[config.mk]
export PLATFORM = sky130hd
export DESIGN_NAME = zorro3_master_requester_flat
export DESIGN_NICKNAME = d
export VERILOG_FILES = /design/src/rtl/zorro3_master_requester_if.sv /design/src/rtl/zorro3_master_requester.sv /design/src/flat_wrapper.sv
export SDC_FILE = /design/constraint.sdc
export NUM_CORES = 1
export LEC_CHECK = 0
export ABC_CLOCK_PERIOD_IN_PS = 2200
export CORE_UTILIZATION = 52
export DETAILED_ROUTE_END_ITERATION = 10
export HOLD_SLACK_MARGIN = 0.1
export MAX_ROUTING_LAYER = met4
export PLACE_DENSITY = 0.73
export SLEW_MARGIN = 30
export SYNTH_ARGS = -nofsm -noshare
export SYNTH_HDL_FRONTEND = slang
export SYNTH_SLANG_ARGS = --single-unit
[constraint.sdc]
create_clock -name clk100 -period 2.2 [get_ports clk100]
set_clock_uncertainty 0.15 [all_clocks]
set_input_delay 0.22 -clock clk100 [delete_from_list [all_inputs] [get_ports clk100]]
set_output_delay 0.22 -clock clk100 [all_outputs]
set_load 0.01 [all_outputs]
[src/rtl/zorro3_master_requester_if.sv]
// Pin-side and engine-side signals of the Zorro III bus-mastership requester.
// slave modport faces the requester; master modport faces the engine/board model.
interface zorro3_master_requester_if;
  logic c7m_in;
  logic ebg_n_in;
  logic req;
  logic busy;
  logic granted;
  logic ebr_n_out;
  logic ebr_n_oe;
  logic reg_error;

  modport slave (
    input  c7m_in,
    input  ebg_n_in,
    input  req,
    input  busy,
    output granted,
    output ebr_n_out,
    output ebr_n_oe,
    output reg_error
  );

  modport master (
    output c7m_in,
    output ebg_n_in,
    output req,
    output busy,
    input  granted,
    input  ebr_n_out,
    input  ebr_n_oe,
    input  reg_error
  );
endinterface

[src/rtl/zorro3_master_requester.sv]
// Requests/relinquishes Zorro III mastership via one-C7M-period EBR pulses and
// turns the synchronized EBG into a level grant; pulses always span rise-to-rise of C7M.
module zorro3_master_requester #(
  parameter int HOLDOFF_C7M = 4,
  parameter int SYNC_STAGES = 3
) (
  input  logic                        clk100,
  input  logic                        reset_n,
  zorro3_master_requester_if.slave    bus
);

  typedef enum logic [2:0] {
    S_IDLE,
    S_REG_PULSE,
    S_WAIT_GRANT,
    S_OWNED,
    S_DEREG_PULSE,
    S_RELEASE
  } state_t;

  localparam logic [3:0] HOLDOFF_LOAD = 4'(HOLDOFF_C7M);

  logic [SYNC_STAGES-1:0] r_c7m_sync;
  logic [SYNC_STAGES-1:0] r_ebg_sync;
  state_t                 r_state;
  state_t                 w_state_nxt;
  logic                   r_ebr_n;
  logic                   w_ebr_n_nxt;
  logic                   r_reg_error;
  logic                   w_reg_error_nxt;
  logic                   r_oe;
  logic [3:0]             r_holdoff;
  logic                   w_holdoff_load;
  logic                   w_c7m_rise;
  logic                   w_c7m_fall;
  logic                   w_ebg_s;

  // Both inputs idle high, so the chains reset to 1 and no false edge appears.
  always_ff @(posedge clk100 or negedge reset_n) begin
    if (!reset_n) begin
      r_c7m_sync <= '1;
      r_ebg_sync <= '1;
    end else begin
      r_c7m_sync <= {r_c7m_sync[SYNC_STAGES-2:0], bus.c7m_in};
      r_ebg_sync <= {r_ebg_sync[SYNC_STAGES-2:0], bus.ebg_n_in};
    end
  end

  assign w_c7m_rise = r_c7m_sync[SYNC_STAGES-2] & ~r_c7m_sync[SYNC_STAGES-1];
  assign w_c7m_fall = ~r_c7m_sync[SYNC_STAGES-2] & r_c7m_sync[SYNC_STAGES-1];
  assign w_ebg_s    = r_ebg_sync[SYNC_STAGES-1];

  always_ff @(posedge clk100 or negedge reset_n) begin
    if (!reset_n) begin
      r_state     <= S_IDLE;
      r_ebr_n     <= 1'b1;
      r_reg_error <= 1'b0;
      r_oe        <= 1'b0;
    end else begin
      r_state     <= w_state_nxt;
      r_ebr_n     <= w_ebr_n_nxt;
      r_reg_error <= w_reg_error_nxt;
      r_oe        <= 1'b1;
    end
  end

  always_comb begin
    w_state_nxt     = r_state;
    w_ebr_n_nxt     = r_ebr_n;
    w_reg_error_nxt = r_reg_error;
    w_holdoff_load  = 1'b0;
    case (r_state)
      S_IDLE: begin
        if (bus.req && (r_holdoff == 4'd0) && w_c7m_rise) begin
          w_ebr_n_nxt = 1'b0;
          w_state_nxt = S_REG_PULSE;
        end
      end
      S_REG_PULSE: begin
        if (w_c7m_rise) begin
          w_ebr_n_nxt = 1'b1;
          w_state_nxt = S_WAIT_GRANT;
        end
      end
      S_WAIT_GRANT: begin
        // A grant arriving together with a withdrawal wins.
        if (!w_ebg_s) begin
          w_state_nxt = S_OWNED;
        end else if (!bus.req && w_c7m_rise) begin
          w_ebr_n_nxt = 1'b0;
          w_state_nxt = S_DEREG_PULSE;
        end
      end
      S_OWNED: begin
        if (w_ebg_s) begin
          w_reg_error_nxt = 1'b1;
          w_holdoff_load  = 1'b1;
          w_state_nxt     = S_IDLE;
        end else if (!bus.req && !bus.busy && w_c7m_rise) begin
          w_ebr_n_nxt = 1'b0;
          w_state_nxt = S_DEREG_PULSE;
        end
      end
      S_DEREG_PULSE: begin
        if (w_c7m_rise) begin
          w_ebr_n_nxt = 1'b1;
          w_state_nxt = S_RELEASE;
        end
      end
      S_RELEASE: begin
        if (w_ebg_s) begin
          w_holdoff_load = 1'b1;
          w_state_nxt    = S_IDLE;
        end
      end
      default: begin
        w_ebr_n_nxt = 1'b1;
        w_state_nxt = S_IDLE;
      end
    endcase
  end

  // Counts down in C7M periods and stops at zero.
  always_ff @(posedge clk100 or negedge reset_n) begin
    if (!reset_n) begin
      r_holdoff <= 4'd0;
    end else if (w_holdoff_load) begin
      r_holdoff <= HOLDOFF_LOAD;
    end else if (w_c7m_fall && (r_holdoff != 4'd0)) begin
      r_holdoff <= r_holdoff - 4'd1;
    end
  end

  // Qualified with the live EBG so a lost grant drops in the detection cycle.
  assign bus.granted   = (r_state == S_OWNED) && !w_ebg_s;
  assign bus.ebr_n_out = r_ebr_n;
  assign bus.ebr_n_oe  = r_oe;
  assign bus.reg_error = r_reg_error;

endmodule
[src/flat_wrapper.sv]
// flat-port wrapper written by rule: the top's interface ports become plain ports
module zorro3_master_requester_flat 
#(
  parameter int HOLDOFF_C7M = 4,
  parameter int SYNC_STAGES = 3
)
  (clk100, reset_n, bus_c7m_in, bus_ebg_n_in, bus_req, bus_busy, bus_granted, bus_ebr_n_out, bus_ebr_n_oe, bus_reg_error);
  zorro3_master_requester_if bus_i ();
  input  logic clk100;
  input  logic reset_n;
  input wire logic [$bits(bus_i.c7m_in)-1:0] bus_c7m_in;
  input wire logic [$bits(bus_i.ebg_n_in)-1:0] bus_ebg_n_in;
  input wire logic [$bits(bus_i.req)-1:0] bus_req;
  input wire logic [$bits(bus_i.busy)-1:0] bus_busy;
  output wire logic [$bits(bus_i.granted)-1:0] bus_granted;
  output wire logic [$bits(bus_i.ebr_n_out)-1:0] bus_ebr_n_out;
  output wire logic [$bits(bus_i.ebr_n_oe)-1:0] bus_ebr_n_oe;
  output wire logic [$bits(bus_i.reg_error)-1:0] bus_reg_error;
  assign bus_i.c7m_in = bus_c7m_in;
  assign bus_i.ebg_n_in = bus_ebg_n_in;
  assign bus_i.req = bus_req;
  assign bus_i.busy = bus_busy;
  assign bus_granted = bus_i.granted;
  assign bus_ebr_n_out = bus_i.ebr_n_out;
  assign bus_ebr_n_oe = bus_i.ebr_n_oe;
  assign bus_reg_error = bus_i.reg_error;
  zorro3_master_requester #(.HOLDOFF_C7M(HOLDOFF_C7M), .SYNC_STAGES(SYNC_STAGES)) u_core (.clk100(clk100), .reset_n(reset_n), .bus(bus_i));
endmodule
==> results.sh <==
export IMPL_critical_path_endpoint_type="output pin"
export IMPL_hold_class="in2reg"
export IMPL_num_vias=623
export IMPL_antenna_cells=0
export IMPL_cts_buffers=3
export IMPL_power_density_nw_per_um2=1108
export IMPL_timing_hold_ws_ns=0.1816
export IMPL_hold_violations=0
export IMPL_die_y_um=41.73
export IMPL_synth_area_leaders="dfrtp_1 27%, dfstp_2 22%, nor2b_1 3.8%"
export IMPL_core_um2=1383
export IMPL_dpl_hpwl_mm=1.009
export IMPL_wl_per_cell_um=12.83
export IMPL_drt_wl_total_mm=1.399
export IMPL_syn_area_per_cell_um2=10.01
export IMPL_status="complete, no violations"
export IMPL_crit_type="reg2out"
export IMPL_rows=13
export IMPL_internal_power_uw=715.0
export IMPL_clkTransAtPathRegs_ns=0.10
export IMPL_area_growth_pct=18.60
export IMPL_vdd_drop_max_uv=597.1
export IMPL_synth_edf_count=0
export IMPL_clkPwrFrac_pct=18.0
export IMPL_fin_tns_setup_ns=0
export IMPL_die_area_um2=1741
export IMPL_setup_slack_ns=0.3606
export IMPL_cts_htree_levels=1
export IMPL_drv_slew=0
export IMPL_max_freq_mhz=543.6
export IMPL_power_leakage_nw=0.4136
export IMPL_drt_first_iter_violations=21
export IMPL_viasPerCell=5.716
export IMPL_grt_pass1_vias=601
export IMPL_required_ns=1.83
export IMPL_maxSlewHeadroom_pct=53.33
export IMPL_clock_sinks=16
export IMPL_synth_top_area_cell="dfrtp_1"
export IMPL_synthDistinctLibCells=32
export IMPL_syn_cell_area_um2=820.8
export IMPL_antenna_found_initial=0
export IMPL_synth_ff_type="dfrtp_1"
export IMPL_period_minus_slack_ns=1.839
export IMPL_floorplan_initialDensity_pct=59.37
export IMPL_sw_frac_of_total_pct=33.69
export IMPL_grt_pass1_wl_mm=2.484
export IMPL_drive_gt1_share_pct=20.21
export IMPL_comb_power_share_pct=40.8
export IMPL_track_usage_pct=19.11
export IMPL_synth_common_cells="9 x dfrtp_1, 7 x dfstp_2, 5 x nand2_1, 5 x nor2b_1"
export IMPL_ctsLongestPathBuffers=2
export IMPL_path_max_fanout=3
export IMPL_cts_root_buffer="clkbuf_4"
export IMPL_rsz0062_at_grt="false"
export IMPL_yosys_area_top_type_share_pct=27.44
export IMPL_die_w_um=41.73
export IMPL_period_share_pct=83.61
export IMPL_setup_viol=0
export IMPL_tightest_slew_ns=0.6978
export IMPL_async_flop_share_pct=100.0
export IMPL_cts_tree="yes"
export IMPL_drc=0
export IMPL_first_pass_iters=5
export IMPL_yosys_warnings=0
export IMPL_power_share_sequential_pct=41.2
export IMPL_arrival_ns=1.47
export IMPL_place_ws_ns=0.3429
export IMPL_start_kind="register"
export IMPL_grt_overflow=0
export IMPL_cts_setup_buffers=0
export IMPL_seq_area_frac_synth_pct=49.85
export IMPL_hold_buffers=0
export IMPL_clock_latency_ns=0.28
export IMPL_postCtsResizedCells=0
export IMPL_final_nets=103
export IMPL_gp_congestion=0.8257
export IMPL_cap_violations=0
export IMPL_synth_most_common_cell="dfrtp_1"
export IMPL_p_sw_uw=363.3
export IMPL_pin_count=10
export IMPL_synth_nets=90
export IMPL_postSynthCellCount=82
export IMPL_ys_seq_elements=16
export IMPL_final_antenna_net_count=0
export IMPL_grt_max_degree=17
export IMPL_r2r_setup_slack_ns=0.38
export IMPL_fin_util_pct=70.41
export IMPL_io_buffer_count=9
power by group through the flow:
stage / Sequential, mW / Combinational [mW] / Clock, mW
2_1_floorplan: 0.449 / 0.301 / 0
3_3_place_gp: 0.447 / 0.429 / 0
5_1_grt: 0.457 / 0.497 / 0.212
4_1_cts: 0.445 / 0.442 / 0.199
3_5_place_dp: 0.452 / 0.439 / 0
6_report: 0.444 / 0.440 / 0.194
through the flow:
stage / total power, mW / cells / instance area, um^2
finish: 1.078 / 109 / 973.4
detailed placement: 0.8902 / 105 / 937.1
CTS: 1.086 / 109 / 973.4
global placement: 0.8759 / 105 / 937.1
global route: 1.166 / 109 / 973.4
floorplan: 0.7503 / 82 / 820.8
state kept, by name, indices dropped and copies added (netlist names):
name,flops
u_core.r_state,3
u_core.bus.ebr_n_out,1
u_core.bus.reg_error,1
u_core.bus.ebr_n_oe,1
u_core.r_ebg_sync,3
u_core.r_holdoff,4
u_core.r_c7m_sync,3
kinds of logic (layout without fill, tap and decap cells):
family          count (synthesis)  in the layout  share of synthesized area [%]
simple gates                   31             31                          22.10
compound gates                 19             19                          14.79
flops                          16             16                          49.85
buf+inv                         8             20                          3.657
xor+xnor                        4              4                          4.269
fa+ha+maj                       2              2                          3.048
other cells                     1              1                         0.4569
mux                             1              1                          1.829
layer usage:
layer | global-route usage, % | vias to the layer above | part of all wire (%)
li1 | - | 307 | -
met1 | 25.57 | 296 | 50
met2 | 28.44 | 18 | 43
met3 | 3.913 | 2 | 5.6
met4 | 7.742 | 0 | 0.79
met5 | - | - | 0
area by class of cell:
| type | count | area, um^2 |
|---|---|---|
| timing repair buffer | 12 | 112.6 |
| multi-input combinational | 58 | 381.6 |
| clock buffer | 4 | 36.28 |
| fill | 120 | 409.1 |
| sequential | 16 | 409.1 |
| inverter | 4 | 15.01 |
| tap | 15 | 18.77 |
critical path, stage by stage (launching register included):
cell             delay [ns]
dfrtp_1                0.36
nand2_1                0.11
nor3_1                 0.16
clkdlybuf4s50_1        0.56
worst paths after layout:
kind,cells after the start,from,endpoint
worst max-delay path,3,u_core.r_state[0],bus_granted
worst min-delay path,1,bus_ebg_n_in,u_core.r_ebg_sync[0]
worst max register to register,6,u_core.r_holdoff[0],u_core.r_holdoff[1]
worst min register to register,0,u_core.r_ebg_sync[1],u_core.r_ebg_sync[2]
max in group asynchronous,1,reset_n,u_core.r_holdoff[1]
min in group asynchronous,1,reset_n,u_core.r_state[0]
cell usage in the layout, fill, tap and decap left out, types with 2 or more instances in the layout:
master,count
inv_1,4
a21oi_1,4
ha_1,2
nor2_1,4
nor3_1,3
a211oi_1,3
dfstp_2,7
nor2b_1,5
dfrtp_1,9
nand2_1,5
nor3b_1,2
nand2b_1,3
clkdlybuf4s50_1,9
a22oi_1,2
buf_4,3
nand3_1,3
xor2_1,3
clkbuf_4,3
o21ai_0,4
Note: power is estimated with default switching activity, not from simulation.
==> RTL change 1 (same flow settings) <==
`SYNC_STAGES` is set to 3 in 2 places; all go to 2.
--- a/src/rtl/zorro3_master_requester.sv
+++ b/src/rtl/zorro3_master_requester.sv
@@ -2,7 +2,7 @@
 // turns the synchronized EBG into a level grant; pulses always span rise-to-rise of C7M.
 module zorro3_master_requester #(
   parameter int HOLDOFF_C7M = 4,
-  parameter int SYNC_STAGES = 3
+  parameter int SYNC_STAGES = 2
 ) (
   input  logic                        clk100,
   input  logic                        reset_n,
--- a/src/flat_wrapper.sv
+++ b/src/flat_wrapper.sv
@@ -2,7 +2,7 @@
 module zorro3_master_requester_flat 
 #(
   parameter int HOLDOFF_C7M = 4,
-  parameter int SYNC_STAGES = 3
+  parameter int SYNC_STAGES = 2
 )
   (clk100, reset_n, bus_c7m_in, bus_ebg_n_in, bus_req, bus_busy, bus_granted, bus_ebr_n_out, bus_ebr_n_oe, bus_reg_error);
   zorro3_master_requester_if bus_i ();
Formal check against the unedited RTL: not equivalent (Yosys sat finds a counterexample within 4 cycles, from zero or initial values and one cycle with reset_n low).
==> RTL change 1 against the unedited design <==
Sequential cell count fell by 2; final area is 2.7% lower; sequential share of layout area decreased by 4.1 points; worst setup slack got worse by 0.26 ns; final cell count fell by 4.6%; clock power shrank 5%; die area is 1.3% lower; power down 3.3%; synthesized area shrank 1.4%; wire length grew 4.4%; non-clock buffer count fell by 2; largest cell class is now multi-input gates; largest power group unchanged; highest routed layer unchanged.
==> RTL change 1: results (changes against the unedited design) <==
[run_status]
outcome=completed

[placed_design]
routabilityCongestion=0.8007  ; -3.0%
post-place-ws_ns=0.3161  ; -0.02680 ns
dp_hpwl_mm=1.082  ; +7.3%

[layout]
seq_share=0.3791  ; -0.04118
nFlopsAndLatches=14  ; -2
multi_input_area_um2=412.9  ; +8.2%
num-nonclk-buffers=10  ; -2
n_all_inverters=6  ; +2
clkCellAreaFrac=0.03831  ; +0.001034
nonClkBufAreaFrac=0.1030  ; -0.01264
fill_cells=96  ; -20%
nets=98  ; -4.9%
num-multi-input-gates=55  ; -5.2%
layout-drive-gt1-share=0.2472  ; +0.04506

[synthesis]
synthAdderAreaFrac=0.03091  ; +0.0004241
synth_compound_area_frac=0.1855  ; +0.03761
yosysSeqAreaShare=0.4405  ; -0.05798
syn_nets=87  ; -3.3%
synth_commonest_cells=9 x dfrtp_1, 8 x nor2_1, 6 x inv_1, 5 x dfstp_2
synth.area.top_cells=dfrtp_1 28%, dfstp_2 16%, nor2_1 3.7%
ys_types=35  ; +9.4%
synth-xor-area-share=0.04328  ; +0.0005937
synthMuxAreaShare=0  ; -0.01829

[global_route]
use_met1=0.2571  ; +0.001380
grt_pass1_vias=572  ; -4.8%
met3_usage=0.04348  ; +0.004348
grt_pass1_wl_mm=2.435  ; -2.0%
antenna_found_initial=0  ; unchanged
grt_max_degree=15  ; -2
grt_use_total=0.1955  ; +0.004361
met2_usage=0.2781  ; -0.006250

[detailed_routing]
drtPass1Iterations=4  ; -1
wl_met3_um=64  ; -18%
wl_met2_um=659  ; +9.5%
dr.first_iter.drc_count=12  ; -43%
wl_per_cell_um=14.05  ; +9.5%
wl_met1_um=703  ; -0.42%
num_vias=605  ; -2.9%

[power_and_ir_drop]
power.leakage_nw=0.3949  ; -4.5%
ir_drop_uv=677.0  ; +13%
p_switching_uw=374.2  ; +3.0%

[clock_tree]
cts_made_buffers=3  ; unchanged
cts.path.max_buffers=2  ; unchanged
cts.repair.resized=1  ; +1
clock_insertion_delay_worst_skew_ns=0.28  ; about the same

[sta]
holdWs_ns=0.1620  ; -0.01961 ns
tightest_slew_ns=0.6026  ; -0.09524 ns

[setup_path]
rrSetupSlack_ns=0.50  ; +0.12 ns
crit_path_max_fanout=11  ; +8
critPathArrivalTime_ns=1.73  ; +0.26 ns
reg2reg_to=u_core.r_holdoff[0]$_DFFE_PN0P_

[worst_hold_path]
hold_path_class=in -> async

==> RTL change 1: changes by cell type after synthesis, moves of 3 or more <==
cell / delta
buf_2: +4
clkbuf_1: -4
nor2_1: +4
a211oi_1: -3
a21oi_1: -3
nand2_1: -3
==> RTL change 1: cells by family after synthesis <==
logic type	count (synthesis)
other	1
adder cells (fa/ha/maj)	2
AND/OR/NAND/NOR	29
XOR/XNOR	4
flip-flops	14
AO/OA/AOI/OAI	19
buffers and inverters	10
==> RTL change 1: worst max-delay path by stage <==
stage | start | to | slack [ns] | depth (start not counted)
4_1_cts | u_core.r_state[2]$_DFFE_PN0P_ | bus_granted | 0.03 | 4
6_report | u_core.r_state[1]$_DFFE_PN0P_ | bus_granted | 0.10 | 4
3_5_place_dp | u_core.r_state[1]$_DFFE_PN0P_ | bus_granted | 0.32 | 4
5_1_grt | u_core.r_state[1]$_DFFE_PN0P_ | bus_granted | 0.04 | 4
2_1_floorplan | u_core.r_holdoff[0]$_DFFE_PN0P_ | u_core.r_holdoff[0]$_DFFE_PN0P_ | 0.62 | 6
3_3_place_gp | u_core.r_state[1]$_DFFE_PN0P_ | bus_granted | 0.34 | 4
==> RTL change 1: stage by stage <==
step,cell area (um2),instances
floorplan,809.5,79
global placement,905.9,100
detailed placement,905.9,100
CTS,943.4,104
global route,947.2,104
finish,947.2,104
==> RTL change 1: power groups by stage <==
stage | clock network, mW | registers [mW] | logic (mW)
after global routing | 0.200 | 0.441 | 0.469
after detailed placement | 0 | 0.434 | 0.416
after global placement | 0 | 0.432 | 0.413
after CTS | 0.189 | 0.433 | 0.418
after floorplan | 0 | 0.401 | 0.333
final | 0.185 | 0.434 | 0.423
==> RTL change 2 (same settings) <==
Made on the original files. Encoding of `state_t`: now one-hot (6 bits for 6 states).
--- a/src/rtl/zorro3_master_requester.sv
+++ b/src/rtl/zorro3_master_requester.sv
@@ -9,13 +9,13 @@
   zorro3_master_requester_if.slave    bus
 );
 
-  typedef enum logic [2:0] {
-    S_IDLE,
-    S_REG_PULSE,
-    S_WAIT_GRANT,
-    S_OWNED,
-    S_DEREG_PULSE,
-    S_RELEASE
+  typedef enum logic [5:0] {
+    S_IDLE        = 6'b000001,
+    S_REG_PULSE   = 6'b000010,
+    S_WAIT_GRANT  = 6'b000100,
+    S_OWNED       = 6'b001000,
+    S_DEREG_PULSE = 6'b010000,
+    S_RELEASE     = 6'b100000
   } state_t;
 
   localparam logic [3:0] HOLDOFF_LOAD = 4'(HOLDOFF_C7M);
Function: no difference found for any inputs over 10 cycles, from zero or initial values and one cycle with reset_n low; not proved beyond that.
==> RTL change 2 against the unedited design <==
The run now ends with negative setup slack left; critical path depth rose by 2; clock power fell by 4%; count of clock-buffer cells in the layout fell by 1; synthesized area rose by 21%; hold slack got worse by 0.026 ns; wire length rose by 50%; final area rose by 31%; power rose by 41%; worst setup slack got worse by 0.43 ns; sequential cell count rose by 3; register-to-register slack got worse by 0.45 ns.
==> RTL change 2: results (changes against the unedited design) <==
[placed_design]
numPortBuffers=9  ; unchanged
post-place-ws_ns=-0.1532  ; -0.4961 ns
dp_hpwl_mm=1.500  ; +49%
routabilityCongestion=0.8526  ; +3.3%
placed_cells=136  ; +30%

[synthesis]
syn_avg_cell_area_um2=10.32  ; +3.1%
synth_commonest_cells=11 x dfrtp_1, 9 x nor2_1, 8 x dfstp_2, 5 x inv_1
synth.area.top_cells=dfrtp_1 28%, dfstp_2 21%, nor2_1 3.4%
synth_ff_type=dfrtp_1
ys_types=42  ; +31%
yosysSeqAreaShare=0.4899  ; -0.008577
syn_nets=104  ; +16%
yosys_warnings=0  ; unchanged

[clock_tree]
cts.path.max_buffers=2  ; unchanged
clock_insertion_delay_worst_skew_ns=0.31  ; +0.03 ns
clock-root-buffer=clkbuf_4
cts_made_buffers=3  ; unchanged
cts_max_level=1  ; unchanged
path_clk_slew_ns=0.11

[detailed_routing]
wl_per_cell_um=14.52  ; +13%
wl_met1_um=941  ; +33%
wl_met3_um=107  ; +37%
dr.first_iter.drc_count=18  ; -14%
wl_met2_mm=1.021  ; +70%
wirelength_mm=2.105  ; +50%
topRoutingLayerUsed=met4
num_vias=818  ; +31%
drtPass1Iterations=4  ; -1

[run_status]
violations=negative setup slack
outcome=complete, but fails checks

[layout]
nets=129  ; +25%
largest_reg_flops=6  ; +2
layout-drive-gt1-share=0.3250  ; +0.1229

[setup_path]
crit_path_max_fanout=4  ; +1
critical_path_class=reg -> reg
start_kind=register
r2r.worst_path.cells=5  ; -1
critPathArrivalTime_ns=2.36  ; +0.89 ns
crit_start=u_core.r_state[5]$_DFFE_PN0P_

[global_route]
grt_pass1_vias=750  ; +25%
grt_use_total=0.2276  ; +0.03648
grt_pass1_wl_mm=3.153  ; +27%
grt_max_degree=20  ; +3
antenna_found_initial=0  ; unchanged

[worst_hold_path]
hold_path_class=in -> reg
min-delay-start=bus_c7m_in

[sta]
setup_tns_ns=-0.2081  ; -0.2081 ns
finalSetupViolCount=4  ; +4
holdWs_ns=0.1552  ; -0.02642 ns
setup_slack_ns=-0.07215  ; -0.4327 ns

[power_and_ir_drop]
ir_drop_uv=607.6  ; +1.8%
power.leakage_nw=0.5538  ; +34%

[RTL change 2: cell types whose count changed after synthesis, moves of 2 or more]
cell	before	now
a22oi_1	2	0
or3_1	0	2
nor2b_1	5	1
mux2_2	0	2
dfrtp_1	9	11
o211ai_1	0	2
a21oi_1	4	2
a211oi_1	3	1
o22ai_1	1	3
o21ai_0	4	1
nor2_1	4	9
[RTL change 2: kinds of logic (layout without fill, tap and decap cells)]
family / Yosys count / count (layout) / share of synthesized area
AND/OR/NAND/NOR: 38 / 38 / 0.2147
AO/OA/AOI/OAI: 20 / 20 / 0.1566
flip-flops: 19 / 19 / 0.4899
buffers and inverters: 9 / 33 / 0.04167
XOR/XNOR: 4 / 4 / 0.03536
multiplexers: 3 / 3 / 0.03283
adder cells (fa/ha/maj): 2 / 2 / 0.02525
other: 1 / 1 / 0.003784
[RTL change 2: through the flow]
stage	util	cell area, um2
floorplan	-	1007
global placement	0.6695	1181
detailed placement	0.6695	1181
CTS	0.6950	1226
global route	0.7241	1277
finish	0.7241	1277
[RTL change 2: area by class of cell]
type	count	area [um2]
Multi-Input combinational cell	68	505.5
Sequential cell	19	485.5
Clock buffer	3	22.52
Inverter	5	18.77
Tap cell	25	31.28
Clock inverter	1	7.507
Fill cell	136	486.7
Timing Repair Buffer	24	206.4
[RTL change 2: final timing paths]
kind | endpoint
worst max-delay path | u_core.r_state[4]$_DFFE_PN0P_
max in group asynchronous | u_core.r_ebg_sync[0]$_DFF_PN1_
worst min register to register | u_core.r_ebg_sync[2]$_DFF_PN1_
worst min-delay path | u_core.r_c7m_sync[0]$_DFF_PN1_
worst max register to register | u_core.r_state[4]$_DFFE_PN0P_
min in group asynchronous | u_core.r_holdoff[2]$_DFFE_PN0P_
[RTL change 2: what timing repair did]
action | in CTS | in global routing
pin swaps | 0 | 3
resized for setup | 5 | 5
endpoints found under the setup margin | 3 | 8
buffers inserted | 1 | 3
hold buffers | 1 | 0
endpoints found under the hold margin | 11 | 0
[RTL change 2: where the power goes]
part | switching [mW] | total [mW] | internal (mW) | leakage [nW]
combinational | 0.393 | 0.806 | 0.413 | 0.315
clock | 0.116 | 0.186 | 0.0694 | 0.0139
sequential | 0.0631 | 0.523 | 0.460 | 0.225
total | 0.573 | 1.52 | 0.943 | 0.554
[RTL change 2: worst max-delay path, stage by stage (launching register included)]
cell	delay (ns)
dfrtp_1	0.40
or4_4	0.55
or3b_4	0.42
or3_4	0.36
o2111ai_4	0.11
mux2i_1	0.21
[RTL change 2: metal layers]
| metal | track usage | up-vias |
|---|---|---|
| li1 | - | 396 |
| met1 | 0.2723 | 390 |
| met2 | 0.3571 | 27 |
| met3 | 0.07143 | 5 |
| met4 | 0.08485 | 0 |
| met5 | - | - |
